$ cat config.mk
export PLATFORM = sky130hd
export DESIGN_NAME = mem_fill
export DESIGN_NICKNAME = d
export VERILOG_FILES = /design/src/rtl/mem_fill_pkg.sv /design/src/rtl/mem_fill_datagen.sv /design/src/rtl/mem_fill.sv
export SDC_FILE = /design/constraint.sdc
export NUM_CORES = 1
export LEC_CHECK = 0
export ABC_AREA = 1
export BUFFER_PORTS_ARGS = -buffer_cell sky130_fd_sc_hd__buf_2
export CAP_MARGIN = 20
export CORE_MARGIN = 2
export CORE_UTILIZATION = 54
export CTS_CLUSTER_SIZE = 16
export DETAILED_ROUTE_END_ITERATION = 8
export PLACE_DENSITY = 0.77
export SYNTH_ARGS = -nofsm -noshare
export SYNTH_HDL_FRONTEND = slang
export SYNTH_HIERARCHICAL = 1
export SYNTH_SLANG_ARGS = --single-unit
$ cat constraint.sdc
create_clock -name clk -period 2.2 [get_ports clk]
set_clock_uncertainty 0.1 [all_clocks]
set_input_delay 0.22 -clock clk [delete_from_list [all_inputs] [get_ports clk]]
set_output_delay 0.22 -clock clk [all_outputs]
set_load 0.01 [all_outputs]
$ cat src/rtl/mem_fill_pkg.sv
// Shared types for the memory fill engine: data pattern selector and FSM states.
package mem_fill_pkg;

  localparam int unsigned FillModeW = 2;

  typedef enum logic [FillModeW-1:0] {
    ModeIdentity = 2'd0,
    ModeConst    = 2'd1,
    ModeRamp     = 2'd2,
    ModeDescend  = 2'd3
  } fill_mode_t;

  typedef enum logic [1:0] {
    StIdle,
    StFill,
    StDone
  } state_t;

endpackage

$ cat src/rtl/mem_fill_datagen.sv
// Pattern generator: latches mode/seed/step at load and produces the data word for write k=count.
module mem_fill_datagen
  import mem_fill_pkg::*;
#(
  parameter int unsigned ADDR_W = 8,
  parameter int unsigned DATA_W = 8,
  parameter int unsigned DEPTH  = 256
) (
  input  logic              clk,
  input  logic              rst,
  input  logic              load_i,
  input  logic              advance_i,
  input  logic [1:0]        mode_i,
  input  logic [DATA_W-1:0] seed_i,
  input  logic [DATA_W-1:0] step_i,
  input  logic [ADDR_W:0]   count_i,
  output logic [DATA_W-1:0] data_o
);

  fill_mode_t        mode_q;
  logic [DATA_W-1:0] seed_q;
  logic [DATA_W-1:0] step_q;
  logic [DATA_W-1:0] acc_q;
  logic [31:0]       desc;

  always_ff @(posedge clk) begin
    if (rst) begin
      mode_q <= ModeIdentity;
      seed_q <= '0;
      step_q <= '0;
      acc_q  <= '0;
    end else if (load_i) begin
      mode_q <= fill_mode_t'(mode_i);
      seed_q <= seed_i;
      step_q <= step_i;
      acc_q  <= seed_i;
    end else if (advance_i) begin
      // Accumulator tracks seed + k*step; it only moves on an accepted write.
      acc_q <= acc_q + step_q;
    end
  end

  assign desc = DEPTH - 32'd1 - 32'(count_i);

  always_comb begin
    data_o = '0;
    unique case (mode_q)
      ModeIdentity: data_o = DATA_W'(count_i);
      ModeConst:    data_o = seed_q;
      ModeRamp:     data_o = acc_q;
      ModeDescend:  data_o = DATA_W'(desc);
      default:      data_o = '0;
    endcase
  end

endmodule

$ cat src/rtl/mem_fill.sv
// RAM initialiser: writes DEPTH patterned words at one per clock after start.
// Optional MEM_FILL_STALL_EN adds a stall input that pauses the fill without losing position.
module mem_fill
  import mem_fill_pkg::*;
#(
  parameter int unsigned ADDR_W = 8,
  parameter int unsigned DATA_W = 8,
  parameter int unsigned DEPTH  = 256
) (
  input  logic              clk,
  input  logic              rst,
`ifdef MEM_FILL_STALL_EN
  input  logic              stall,
`endif
  input  logic              start,
  input  logic [1:0]        mode,
  input  logic [DATA_W-1:0] seed,
  input  logic [DATA_W-1:0] step,
  input  logic              ack,
  output logic              busy,
  output logic              finish,
  output logic              write_en,
  output logic [ADDR_W-1:0] address,
  output logic [DATA_W-1:0] data
);

  localparam int unsigned   CntW    = ADDR_W + 1;
  localparam logic [CntW-1:0] LastCnt = CntW'(DEPTH - 1);

  if (DEPTH < 1 || DEPTH > (32'd1 << ADDR_W)) begin : g_depth_check
    $error("mem_fill: DEPTH must be in 1..2**ADDR_W");
  end

  state_t            state_q, state_d;
  logic [CntW-1:0]   count_q, count_d;
  logic              stall_w;
  logic              load;
  logic              advance;
  logic [DATA_W-1:0] gen_data;

`ifdef MEM_FILL_STALL_EN
  assign stall_w = stall;
`else
  assign stall_w = 1'b0;
`endif

  always_ff @(posedge clk) begin
    if (rst) begin
      state_q <= StIdle;
      count_q <= '0;
    end else begin
      state_q <= state_d;
      count_q <= count_d;
    end
  end

  always_comb begin
    state_d = state_q;
    count_d = count_q;
    load    = 1'b0;
    advance = 1'b0;
    unique case (state_q)
      StIdle: begin
        if (start) begin
          state_d = StFill;
          count_d = '0;
          load    = 1'b1;
        end
      end
      StFill: begin
        if (!stall_w) begin
          advance = 1'b1;
          // count parks on the last address so DONE reports it without extra state.
          if (count_q == LastCnt) begin
            state_d = StDone;
          end else begin
            count_d = count_q + 1'b1;
          end
        end
      end
      StDone: begin
        if (ack) begin
          state_d = StIdle;
          count_d = '0;
        end
      end
      default: begin
        state_d = StIdle;
        count_d = '0;
      end
    endcase
  end

  mem_fill_datagen #(
    .ADDR_W(ADDR_W),
    .DATA_W(DATA_W),
    .DEPTH (DEPTH)
  ) u_datagen (
    .clk      (clk),
    .rst      (rst),
    .load_i   (load),
    .advance_i(advance),
    .mode_i   (mode),
    .seed_i   (seed),
    .step_i   (step),
    .count_i  (count_q),
    .data_o   (gen_data)
  );

  assign busy     = (state_q == StFill);
  assign finish   = (state_q == StDone);
  assign write_en = busy & ~stall_w;
  assign address  = count_q[ADDR_W-1:0];
  assign data     = write_en ? gen_data : '0;

endmodule
# == Word level (Yosys, flattened, before mapping) ==
# Index checks and enable logic that the tools add are counted.
# totals
reg_bits,37
latchBits,0
ram_bits,0
romBits,0
inputBits,22
out_inout_bits,19
elab_cells,39
n_memories,0
# classes
n_addsub,3
mul,0
n_div,0
order_cmp,0
n_eq_ne,10
n_shift,0
n_mux,15
bitwise,0
reduce_logical,5
# ops
operator,count
$pmux W8 S4,1
$mux W9,3
$pmux W9 S3,1
$mux W8,3
$add A9 B1 Y9 const B,1
$eq A9 B8 Y1 const B,1
$add A8 B8 Y8,1
$sub A8 B8 Y8 const A,1
$eq A2 B2 Y1 const B,3
$mux W2,3
$ne A2 B2 Y1 const B,3
$pmux W2 S3,1
$reduce_and A3 Y1,2
$eq A2 B1 Y1 const B,2
$logic_not A2 Y1,2
$mux W1,3
$ne A2 B1 Y1 const B,1
$reduce_bool A2 Y1,1

# == Longest topological paths before layout ==
# Gate-level depths: netlist of the first run.
# logic_depth
ltp_word,4
ltp_mapped,12
ltp_nobuf,12

# == Hierarchy ==
# Netlist of the first run, hierarchy kept.
# by_module_without_submodules
module,n_inst,cells_per_inst,area_per_inst_um2,seq_area_each_um2
mem_fill_datagen,1,212,1458.9,520.5
mem_fill,1,114,748.2,220.2

# == Least setup slack after synthesis of the first run ==
# No wires, ideal clock.
# synth_path
kind,register to register
start,register count_q[1]
end,register count_q[3]
setup_ps,114
arrival_time_ps,1557
required_time_ps,1986
slack_ps,429
stages_incl_launch_ff,13
n_path_buf,0
synth_period_minus_slack_ps,1771
cell_sequence,dfxtp_1 ha_1 nand2_1 nor2_1 and3_1 ha_1 nand3_2 nand2_2 nor2_4 nand2_2 nand2_1 nand2_1 nor2_2
# synth_via
elab_chain_cells,3
elab_cells_between_ends,6
cone_classes,add/sub: 1; eq/ne: 2; mux: 2; reduce/logical: 1
# synth_rtl
element,line,text
"start, declared",mem_fill.sv:35,"logic [CntW-1:0] count_q, count_d;"
"start signal, assigned",mem_fill.sv:53,count_q <= count_d;
$add A9 B1 Y9 or $eq A9 B8 Y1 (tied branches),"mem_fill.sv:77, mem_fill.sv:74",
$mux W9 or $ne A2 B2 Y1 (tied branches),--,
$pmux W9 S3 or $reduce_and A3 Y1 (tied branches),--,
# Several ways; a longest one is shown, not always the timed one. The select of a mux whose other input is x is not followed.
# A chain may end at the register's enable or synchronous reset.

# == Worst setup path after layout of the first run ==
# layout_path
start,register count_q[1]
end,register count_q[5]
# Same word-level chain as after synthesis.

==> results of run 1 <==
## power by group
part | internal (uW) | switching (uW) | total, uW
logic | 123 | 216 | 340
clock network | 249 | 242 | 491
registers | 720 | 45.0 | 765
total | 1090 | 504 | 1600
## sequential cells by signal (all words and copies together), names as in the netlist
| register | count |
|---|---|
| count_q | 9 |
| state_q | 2 |
| u_datagen/acc_q | 8 |
| u_datagen/mode_q | 2 |
| u_datagen/seed_q | 8 |
| u_datagen/step_q | 8 |
## worst min-delay path, stage by stage
cell	delay [ns]
buf_2	0.07
nor2_1	0.03
nor2_1	0.08
## routing by layer
metal	routed length [um]	vias up	track usage, %
met5	0	-	0
met3	303	11	6.250
met4	93	0	9.250
met2	2387	54	42.72
met1	2357	988	30.21
li1	-	1103	-
## final cells by class
cell class              instances  area [um^2]
fillers                       387         1510
multi-input cells             228         1191
flip-flops and latches         37        740.7
repair buffers                 41        207.7
inverters                      46        172.7
clock buffers                   7        86.33
well taps                      50        62.56
## placed cells by master (no fill, tap or decap), drive strengths merged
cell      n
nand2    89
inv      46
nor2     45
buf      41
dfxtp    37
a21oi    25
nand3    19
o21ai    15
ha        9
o2111ai   8
clkbuf    7
a21boi    5
nand4     3
nor3      2
xnor2     2
and3      1
o32ai     1
o21a      1
xor2      1
a31oi     1
fa        1
## cell families (layout without fill, tap and decap cells)
kind of cell	after synthesis	count (layout)	synth area share, %
compound gates	56	56	15.48
xor+xnor	3	3	1.191
fa+ha+maj	10	10	6.009
buf+inv	61	94	12.47
flops	37	37	33.56
simple gates	159	159	31.29
## metrics by stage
stage | utilization (%) | hold slack (ns) | total power [uW] | instances
floorplan | - | 0.1824 | 1028 | 326
global placement | 59.80 | 0.3407 | 1107 | 402
detailed placement | 59.80 | 0.3481 | 1117 | 402
CTS | 61.97 | 0.03981 | 1602 | 409
global route | 61.97 | 0.04749 | 1684 | 409
finish | 61.97 | 0.04207 | 1596 | 409
## worst max path at each step
stage,from,endpoint,slack [ns],depth (start not counted)
after CTS,count_q[0],count_q[5],0.19,12
after detailed placement,count_q[0],count_q[5],0.22,12
after global placement,count_q[0],count_q[4],0.31,9
after floorplan,count_q[1],count_q[3],0.43,12
final,count_q[1],count_q[5],0.17,12
after global routing,count_q[0],count_q[0],0.008,9
==> results.py, run 1 <==
metrics = {
    "synthesis": {
        "ys_seq_elements": 37,
        "syn-instance-count": 326,
        "ys_seq_area_share_pct": 33.56,
        "yosysWarnings": 6,
        "synthTopCellsByArea": "dfxtp_1 (34%), nand2_1 (14%), inv_1 (7.1%)",
        "ys_top_cells_by_count": "nand2_1 (84), inv_1 (42), dfxtp_1 (37), nor2_1 (37), a21oi_1 (22)",
        "syn_area_mm2": 0.002207,
        "synth_top_area_cell": "dfxtp_1",
        "synthFlopType": "dfxtp_1",
        "syn-mean-instance-area_um2": 6.770,
        "yosysMostFrequentCell": "nand2_1",
        "syn_nets": 358,
        "yosysUniqueCellTypes": 31,
        "synth_top_area_share_pct": 33.56,
        "async_reset_ff_share_pct": 0,
        "synth_edf_count": 0,
    },
    "grt": {
        "antenna_found_initial": 0,
        "track_usage_pct": 25.03,
        "grt_pass1_wl_um": 8707,
        "globalRoute.totalOverflow": 0,
        "grt_max_degree": 23,
        "first_global_vias": 1946,
    },
    "clock_tree": {
        "cts_tree": "done",
        "cts-root-buf": "clkbuf_8",
        "path_clk_slew_ns": 0.07,
        "cts_hold_buf": 0,
        "cts_made_buffers": 5,
        "cts_sinks": 37,
        "post_cts_buffers": 0,
        "htreeDepth": 2,
        "cts_resized": 0,
        "cts.path.max_buffers": 2,
        "clk_latency_ns": 0.30,
    },
    "setup_path": {
        "cp_slowest_stage_delay_ns": 0.44,
        "cp-start-kind": "flip-flop",
        "crit_arrival_ns": 2.13,
        "cp_cell_sequence": "ha_1 > nand2_1 > nor2_1 > and3_1 > ha_1 > nand3_2 > nand2_2 > nor2_4 > nand2_2 > nand2_1 > nand2_1 > nor2_2",
        "path_class": "reg -> reg",
        "critPathRequiredTime_ns": 2.30,
        "ff2ff_path_depth": 12,
        "crit_top_cell": "nand2_1",
        "r2r_setup_slack_ns": 0.17,
        "crit_path_end_kind": "flip-flop",
        "r2r_start": "count_q[1]",
        "r2r-end": "count_q[5]",
        "cpMaxStageDelayCell": "dfxtp_1",
        "crit_family": "simple AND/OR/NAND/NOR gates",
        "path_buf_inv": 0,
        "cp_max_fo": 7,
    },
    "status": {
        "outcome": "completed",
    },
    "hold_path": {
        "worstHoldStart": "step[6]",
        "min_path_cells": 3,
        "hold_end": "u_datagen/step_q[6]",
        "hp-class": "in -> reg",
    },
    "place": {
        "port_buffers": 40,
        "dp_hpwl_um": 3841,
        "pre_cts_slack_ns": 0.2238,
        "dpl_cell_area_mm2": 0.002375,
        "finalWeightedCongestion": 0.8622,
    },
    "sta": {
        "timing.final.crit_share_pct": 92.22,
        "setup_viol": 0,
        "rsz0062_at_grt": "false",
        "hold_violations": 0,
        "tns_ns": 0,
        "worstMarginPinSlew_ns": 0.4976,
        "fmax_mhz": 492.9,
        "slew_headroom_pct": 66.71,
        "layout_setup_ws_ns": 0.1712,
        "period_minus_slack_ns": 2.029,
        "slew_viol_final": 0,
    },
    "route": {
        "drt_iter0_drc": 141,
        "drc": 0,
        "ant_nets": 0,
        "viasPerCell": 5.271,
        "drt-pass1-iter-count": 4,
        "finalWirelength_um": 5142,
        "num_vias": 2156,
        "wl_per_cell_um": 12.57,
    },
    "run": {
        "maxCapViolCount": 0,
    },
    "finish": {
        "nNetsFinal": 391,
        "insertedDiodeCount": 0,
        "drive_gt1_share_pct": 19.22,
        "syn2layout_area_growth_pct": 11.51,
        "final_cell_area_mm2": 0.002461,
    },
    "die": {
        "ios": 41,
        "die_height_um": 67.93,
        "rows": 23,
        "die_area_mm2": 0.004614,
        "core_mm2": 0.003971,
        "die_x_um": 67.93,
        "initial_core_util_pct": 55.58,
    },
    "power_and_ir_drop": {
        "total_leakage_power_uw": 0.001171,
        "vdd_drop_max_v": 0.0003468,
        "powerDensity_mw_per_mm2": 648.3,
    },
}
Power figures use the tool's default switching activity.
==> inputs of run 2 (changes only) <==
--- a/config.mk
+++ b/config.mk
@@ -12,7 +12,7 @@
 export CORE_UTILIZATION = 54
 export CTS_CLUSTER_SIZE = 16
 export DETAILED_ROUTE_END_ITERATION = 8
-export PLACE_DENSITY = 0.77
+export PLACE_DENSITY = 0.78
 export SYNTH_ARGS = -nofsm -noshare
 export SYNTH_HDL_FRONTEND = slang
 export SYNTH_HIERARCHICAL = 1
==> run 2 against run 1 <==
Effect of this change: clock power decreased by 2%; count of clock-buffer cells in the layout down 2; register-to-register slack better by 0.06 ns; via count shrank 0.51%; cell count is 0.24% higher; largest power group unchanged; non-clock buffer count unchanged; highest routed layer unchanged; global-route usage is 0.65 points higher; wire length grew 0.95%; worst hold slack improved by 0.0039 ns; worst setup slack improved by 0.059 ns.
==> results.py, run 2 (synthesis results as in run 1) <==
metrics = {
    "route": {
        "ant_nets": 0,
        "wl_per_cell_um": 12.66,
        "finalWirelength_um": 5191,
        "drt-pass1-iter-count": 4,
        "viasPerCell": 5.232,
        "drc": 0,
        "num_vias": 2145,
        "drt_iter0_drc": 177,
    },
    "power_and_ir_drop": {
        "power_switching_uw": 524.9,
        "power_frac_clock_pct": 30.3,
        "combPwrFrac_pct": 21.6,
        "total_leakage_power_uw": 0.001171,
        "swShare_pct": 33.07,
        "p_int_uw": 1062,
        "total_power_uw": 1587,
        "powerDensity_mw_per_mm2": 644.9,
        "pwr-share-seq_pct": 48.1,
        "vdd_drop_max_v": 0.0004056,
    },
    "setup_path": {
        "startpoint": "count_q[1]",
        "cpMaxStageDelayCell": "dfxtp_1",
        "crit_family": "simple AND/OR/NAND/NOR gates",
        "crit_path_end_kind": "flip-flop",
        "path_depth": 12,
        "cp_slowest_stage_delay_ns": 0.42,
        "cp_cell_sequence": "ha_1 > nand2_1 > nor2_1 > and3_1 > ha_1 > nand3_2 > nand2_2 > nor2_4 > nand2_2 > nand2_1 > nand2_1 > nor2_2",
        "r2r_setup_slack_ns": 0.23,
        "critPathRequiredTime_ns": 2.30,
        "cp_max_fo": 7,
        "crit_end": "count_q[5]",
        "crit_top_cell": "nand2_1",
        "r2r_start": "count_q[1]",
        "crit_arrival_ns": 2.07,
        "ff2ff_path_depth": 12,
        "path_class": "reg -> reg",
        "r2r-end": "count_q[5]",
        "cp-start-kind": "flip-flop",
        "path_buf_inv": 0,
    },
    "die": {
        "rows": 23,
        "die_x_um": 67.93,
        "die_area_mm2": 0.004614,
        "die_height_um": 67.93,
        "core_mm2": 0.003971,
        "ios": 41,
        "initial_core_util_pct": 55.58,
    },
    "sta": {
        "worstMarginPinSlew_ns": 0.5033,
        "hold_violations": 0,
        "hold-worst-slack_ns": 0.04601,
        "rsz0062_at_grt": "false",
        "timing.final.crit_share_pct": 89.52,
        "fmax_mhz": 507.7,
        "setup_viol": 0,
        "tns_ns": 0,
        "slew_viol_final": 0,
        "slew_headroom_pct": 66.32,
        "period_minus_slack_ns": 1.970,
    },
    "clock_tree": {
        "htreeDepth": 2,
        "cts_sinks": 37,
        "clk_latency_ns": 0.30,
        "cts_tree": "done",
        "cts-root-buf": "clkbuf_8",
        "post_cts_buffers": 0,
        "cts.path.max_buffers": 2,
        "cts_made_buffers": 5,
        "path_clk_slew_ns": 0.08,
        "cts_hold_buf": 0,
        "cts_resized": 0,
    },
    "finish": {
        "final_cell_area_mm2": 0.002461,
        "syn2layout_area_growth_pct": 11.51,
        "top_register": "count_q",
        "fillers": 383,
        "nNetsFinal": 391,
        "mostFrequentLayoutCells": "nand2_1 (84), inv_1 (42), buf_2 (40)",
        "final_common_cell": "nand2_1",
        "drive_gt1_share_pct": 19.72,
        "insertedDiodeCount": 0,
        "largest_reg_flops": 9,
        "final_cells": 410,
    },
    "run": {
        "maxCapViolCount": 0,
    },
    "grt": {
        "track_usage_pct": 25.67,
        "antenna_found_initial": 0,
        "grt_max_degree": 23,
        "first_global_vias": 2044,
        "globalRoute.totalOverflow": 0,
        "grt_pass1_wl_um": 8859,
    },
    "hold_path": {
        "hp-class": "in -> reg",
    },
    "place": {
        "placed_cells": 402,
        "finalWeightedCongestion": 0.8529,
        "dpl_cell_area_mm2": 0.002375,
        "port_buffers": 40,
        "dp_hpwl_um": 3930,
    },
    "status": {
        "outcome": "completed",
    },
}
-- run 2: changes by cell type in the layout (fill, tap and decap cells not counted) --
cell	previous run	this run
clkinv_2	0	2
clkinvlp_4	0	1
clkbuf_8	6	5
clkbuf_1	1	0
-- run 2: through the flow --
step                      utilization [%]  worst slack, ns
final                               61.97           0.2305
after global routing                61.97          0.01242
after CTS                           61.97           0.2348
after detailed placement            59.80           0.2538
after global placement              59.80           0.3084
after floorplan                         -           0.4290
-- run 2: per-layer routing --
metal  routed length (um)  global-route usage [%]
met1                 2329                   30.83
met2                 2548                   43.81
met3                  252                   6.250
met4                   61                   10.25
met5                    0                       0
-- run 2: worst register-to-register path, delay by kind of cell (launching register included) --
| family | cells | cell delay (ns) |
|---|---|---|
| adder cells (fa/ha/maj) | 2 | 0.43 |
| flip-flops | 1 | 0.42 |
| AND/OR/NAND/NOR | 10 | 0.93 |
-- run 2: layout make-up --
cell class / instances / area, um^2 / area share, %
Tap cell: 50 / 62.56 / 2.542
Clock inverter: 3 / 17.52 / 0.7117
Clock buffer: 5 / 68.82 / 2.796
Sequential cell: 37 / 740.7 / 30.10
Multi-Input combinational cell: 228 / 1191 / 48.40
Inverter: 46 / 172.7 / 7.016
Timing Repair Buffer: 41 / 207.7 / 8.439
-- run 2: worst min path at each step --
stage            start                  end  slack (ns)  cells after the start
2_1_floorplan      rst   u_datagen/acc_q[4]        0.18                      1
3_3_place_gp   step[2]  u_datagen/step_q[2]        0.34                      3
3_5_place_dp   step[7]  u_datagen/step_q[7]        0.35                      3
4_1_cts        step[7]  u_datagen/step_q[7]        0.05                      3
5_1_grt        step[2]  u_datagen/step_q[2]        0.05                      3
6_report       step[7]  u_datagen/step_q[7]        0.05                      3
-- run 2: power groups by stage --
stage | Combinational, uW | Sequential (uW) | Clock, uW
2_1_floorplan | 263 | 764 | 0
3_3_place_gp | 328 | 778 | 0
3_5_place_dp | 341 | 779 | 0
4_1_cts | 343 | 764 | 488
5_1_grt | 394 | 770 | 514
6_report | 342 | 764 | 481
==> inputs of run 3 (changes only) <==
==> constraint.sdc (replaced) <==
create_clock -name clk -period 2.2 [get_ports clk]
set_clock_uncertainty 0.1 [all_clocks]
set_input_delay 0.66 -clock clk [delete_from_list [all_inputs] [get_ports clk]]
set_output_delay 0.66 -clock clk [all_outputs]
set_load 0.01 [all_outputs]
==> run 3 against run 2 <==
Effect of this change: total power up 1.8%; largest cell class unchanged; register-to-register slack about the same; core utilization up 2.2 points; die area unchanged; maximum frequency down 10%; clock power about the same; highest routed layer unchanged; combinational power up 8.2%; non-clock buffer count up 5.
==> results.py, run 3 (synthesis results as in run 1) <==
metrics = {
    "status": {
        "outcome": "completed",
    },
    "clock_tree": {
        "cts-root-buf": "clkbuf_8",
        "clk_latency_ns": 0.29,
        "cts_sinks": 37,
        "cts.path.max_buffers": 2,
        "cts_tree": "done",
        "path_clk_slew_ns": 0.07,
        "cts_made_buffers": 5,
        "htreeDepth": 2,
    },
    "finish": {
        "final_common_cell": "nand2_1",
        "mostFrequentLayoutCells": "nand2_1 (83), inv_1 (40), buf_2 (40)",
        "insertedDiodeCount": 0,
        "drive_gt1_share_pct": 22.25,
        "nNetsFinal": 396,
        "final_cells": 414,
        "largest_reg_flops": 9,
        "syn2layout_area_growth_pct": 15.53,
        "final_util_pct": 64.21,
        "top_register": "count_q",
    },
    "grt": {
        "grt_pass1_wl_um": 8597,
        "first_global_vias": 2000,
        "globalRoute.totalOverflow": 0,
        "antenna_found_initial": 0,
        "grt_max_degree": 20,
        "track_usage_pct": 24.59,
    },
    "setup_path": {
        "cp_slowest_stage_delay_ns": 0.40,
        "crit_path_end_kind": "primary output",
        "critPathRequiredTime_ns": 1.44,
        "path_class": "reg -> out",
        "cp-start-kind": "flip-flop",
        "cp_max_fo": 8,
        "crit_arrival_ns": 1.43,
        "r2r_start": "count_q[1]",
        "cpMaxStageDelayCell": "dfxtp_4",
        "startpoint": "u_datagen/mode_q[1]",
        "cp_cell_sequence": "nand2_1 > o2111ai_1 > inv_1 > nor2_1 > buf_2",
    },
    "route": {
        "finalWirelength_um": 5197,
        "drt-pass1-iter-count": 4,
        "viasPerCell": 5.307,
        "drt_iter0_drc": 95,
        "drc": 0,
        "wl_per_cell_um": 12.55,
        "num_vias": 2197,
        "ant_nets": 0,
    },
    "sta": {
        "worstMarginPinSlew_ns": 0.3983,
        "timing.final.crit_share_pct": 99.63,
        "slew_viol_final": 0,
        "slew_headroom_pct": 73.42,
        "period_minus_slack_ns": 2.192,
        "setup_viol": 0,
        "rsz0062_at_grt": "true",
        "fmax_mhz": 456.2,
        "hold_violations": 0,
    },
    "die": {
        "ios": 41,
        "die_x_um": 67.93,
        "rows": 23,
        "initial_core_util_pct": 55.58,
        "die_height_um": 67.93,
        "die_area_mm2": 0.004614,
        "core_mm2": 0.003971,
    },
    "place": {
        "placed_cells": 406,
        "dp_hpwl_um": 3975,
        "finalWeightedCongestion": 0.8886,
        "port_buffers": 40,
    },
    "power_and_ir_drop": {
        "vdd_drop_max_v": 0.0005553,
        "powerDensity_mw_per_mm2": 633.6,
        "total_leakage_power_uw": 0.001211,
    },
    "hold_path": {
        "hp-class": "reg -> reg",
        "worstHoldStart": "u_datagen/seed_q[6]",
    },
    "run": {
        "maxCapViolCount": 0,
    },
}
run 3: cell count changes in the layout (fill, tap and decap cells not counted), moves of 2 or more:
| cell | delta |
|---|---|
| nor2_2 | -2 |
| dfxtp_4 | +2 |
| nor2_4 | +3 |
| buf_4 | +4 |
| inv_4 | +2 |
| inv_1 | -2 |
| clkinv_2 | -2 |
| dfxtp_1 | -2 |
run 3: report_power, final:
part / internal, uW / leakage (uW) / switching [uW]
combinational: 144 / 0.000862 / 227
clock: 248 / 0.0000443 / 229
sequential: 721 / 0.000305 / 46.9
total: 1110 / 0.00121 / 503
run 3: worst paths after layout:
path | to | slack (ns) | depth (start not counted)
max | data[2] | 0.008 | 5
min | u_datagen/seed_q[6] | 0.37 | 2
max reg2reg | count_q[4] | 0.23 | 10
min reg2reg | u_datagen/seed_q[6] | 0.37 | 2
run 3: what timing repair did:
| item | in CTS | in global routing |
|---|---|---|
| setup buffers | 0 | 1 |
| hold endpoints to repair | 0 | 0 |
| endpoints found under the setup margin | 8 | 8 |
| gates resized for setup | 5 | 9 |
| pin swaps | 0 | 13 |
| gates cloned | 0 | 0 |
| hold buffers | 0 | 0 |
run 3: layer usage:
layer | track usage [%] | vias up | routed length [um]
met2 | 43.20 | 73 | 2586
met3 | 4.276 | 9 | 350
met4 | 10.25 | 0 | 109
met5 | 0 | - | 0
met1 | 29.38 | 1000 | 2150
li1 | - | 1115 | -
run 3: worst max-delay path: cells and delay by family (launching register included):
kind	cells	cell delay (ns)
DFF	1	0.40
and+or+nand+nor	2	0.29
buffers and inverters	2	0.20
AOI/OAI and AO/OA	1	0.24
run 3: stage by stage:
stage	TNS, ns	area (um^2)	power [uW]	hold WS, ns	setup WS, ns
after floorplan	0	2207	1028	0.3400	0.4109
after global placement	0	2417	1120	0.3517	0.2575
after detailed placement	0	2417	1134	0.3552	0.2374
after CTS	0	2519	1612	0.3661	0.01842
after global routing	-0.5972	2550	1704	0.3947	-0.08115
final	0	2550	1616	0.3677	0.008148
run 3: cell type report:
class / count / area [um^2]
clock buffers: 7 / 86.33
fillers: 354 / 1421
inverters: 46 / 177.7
multi-input cells: 228 / 1217
flip-flops and latches: 37 / 748.2
well taps: 50 / 62.56
repair buffers: 46 / 257.7
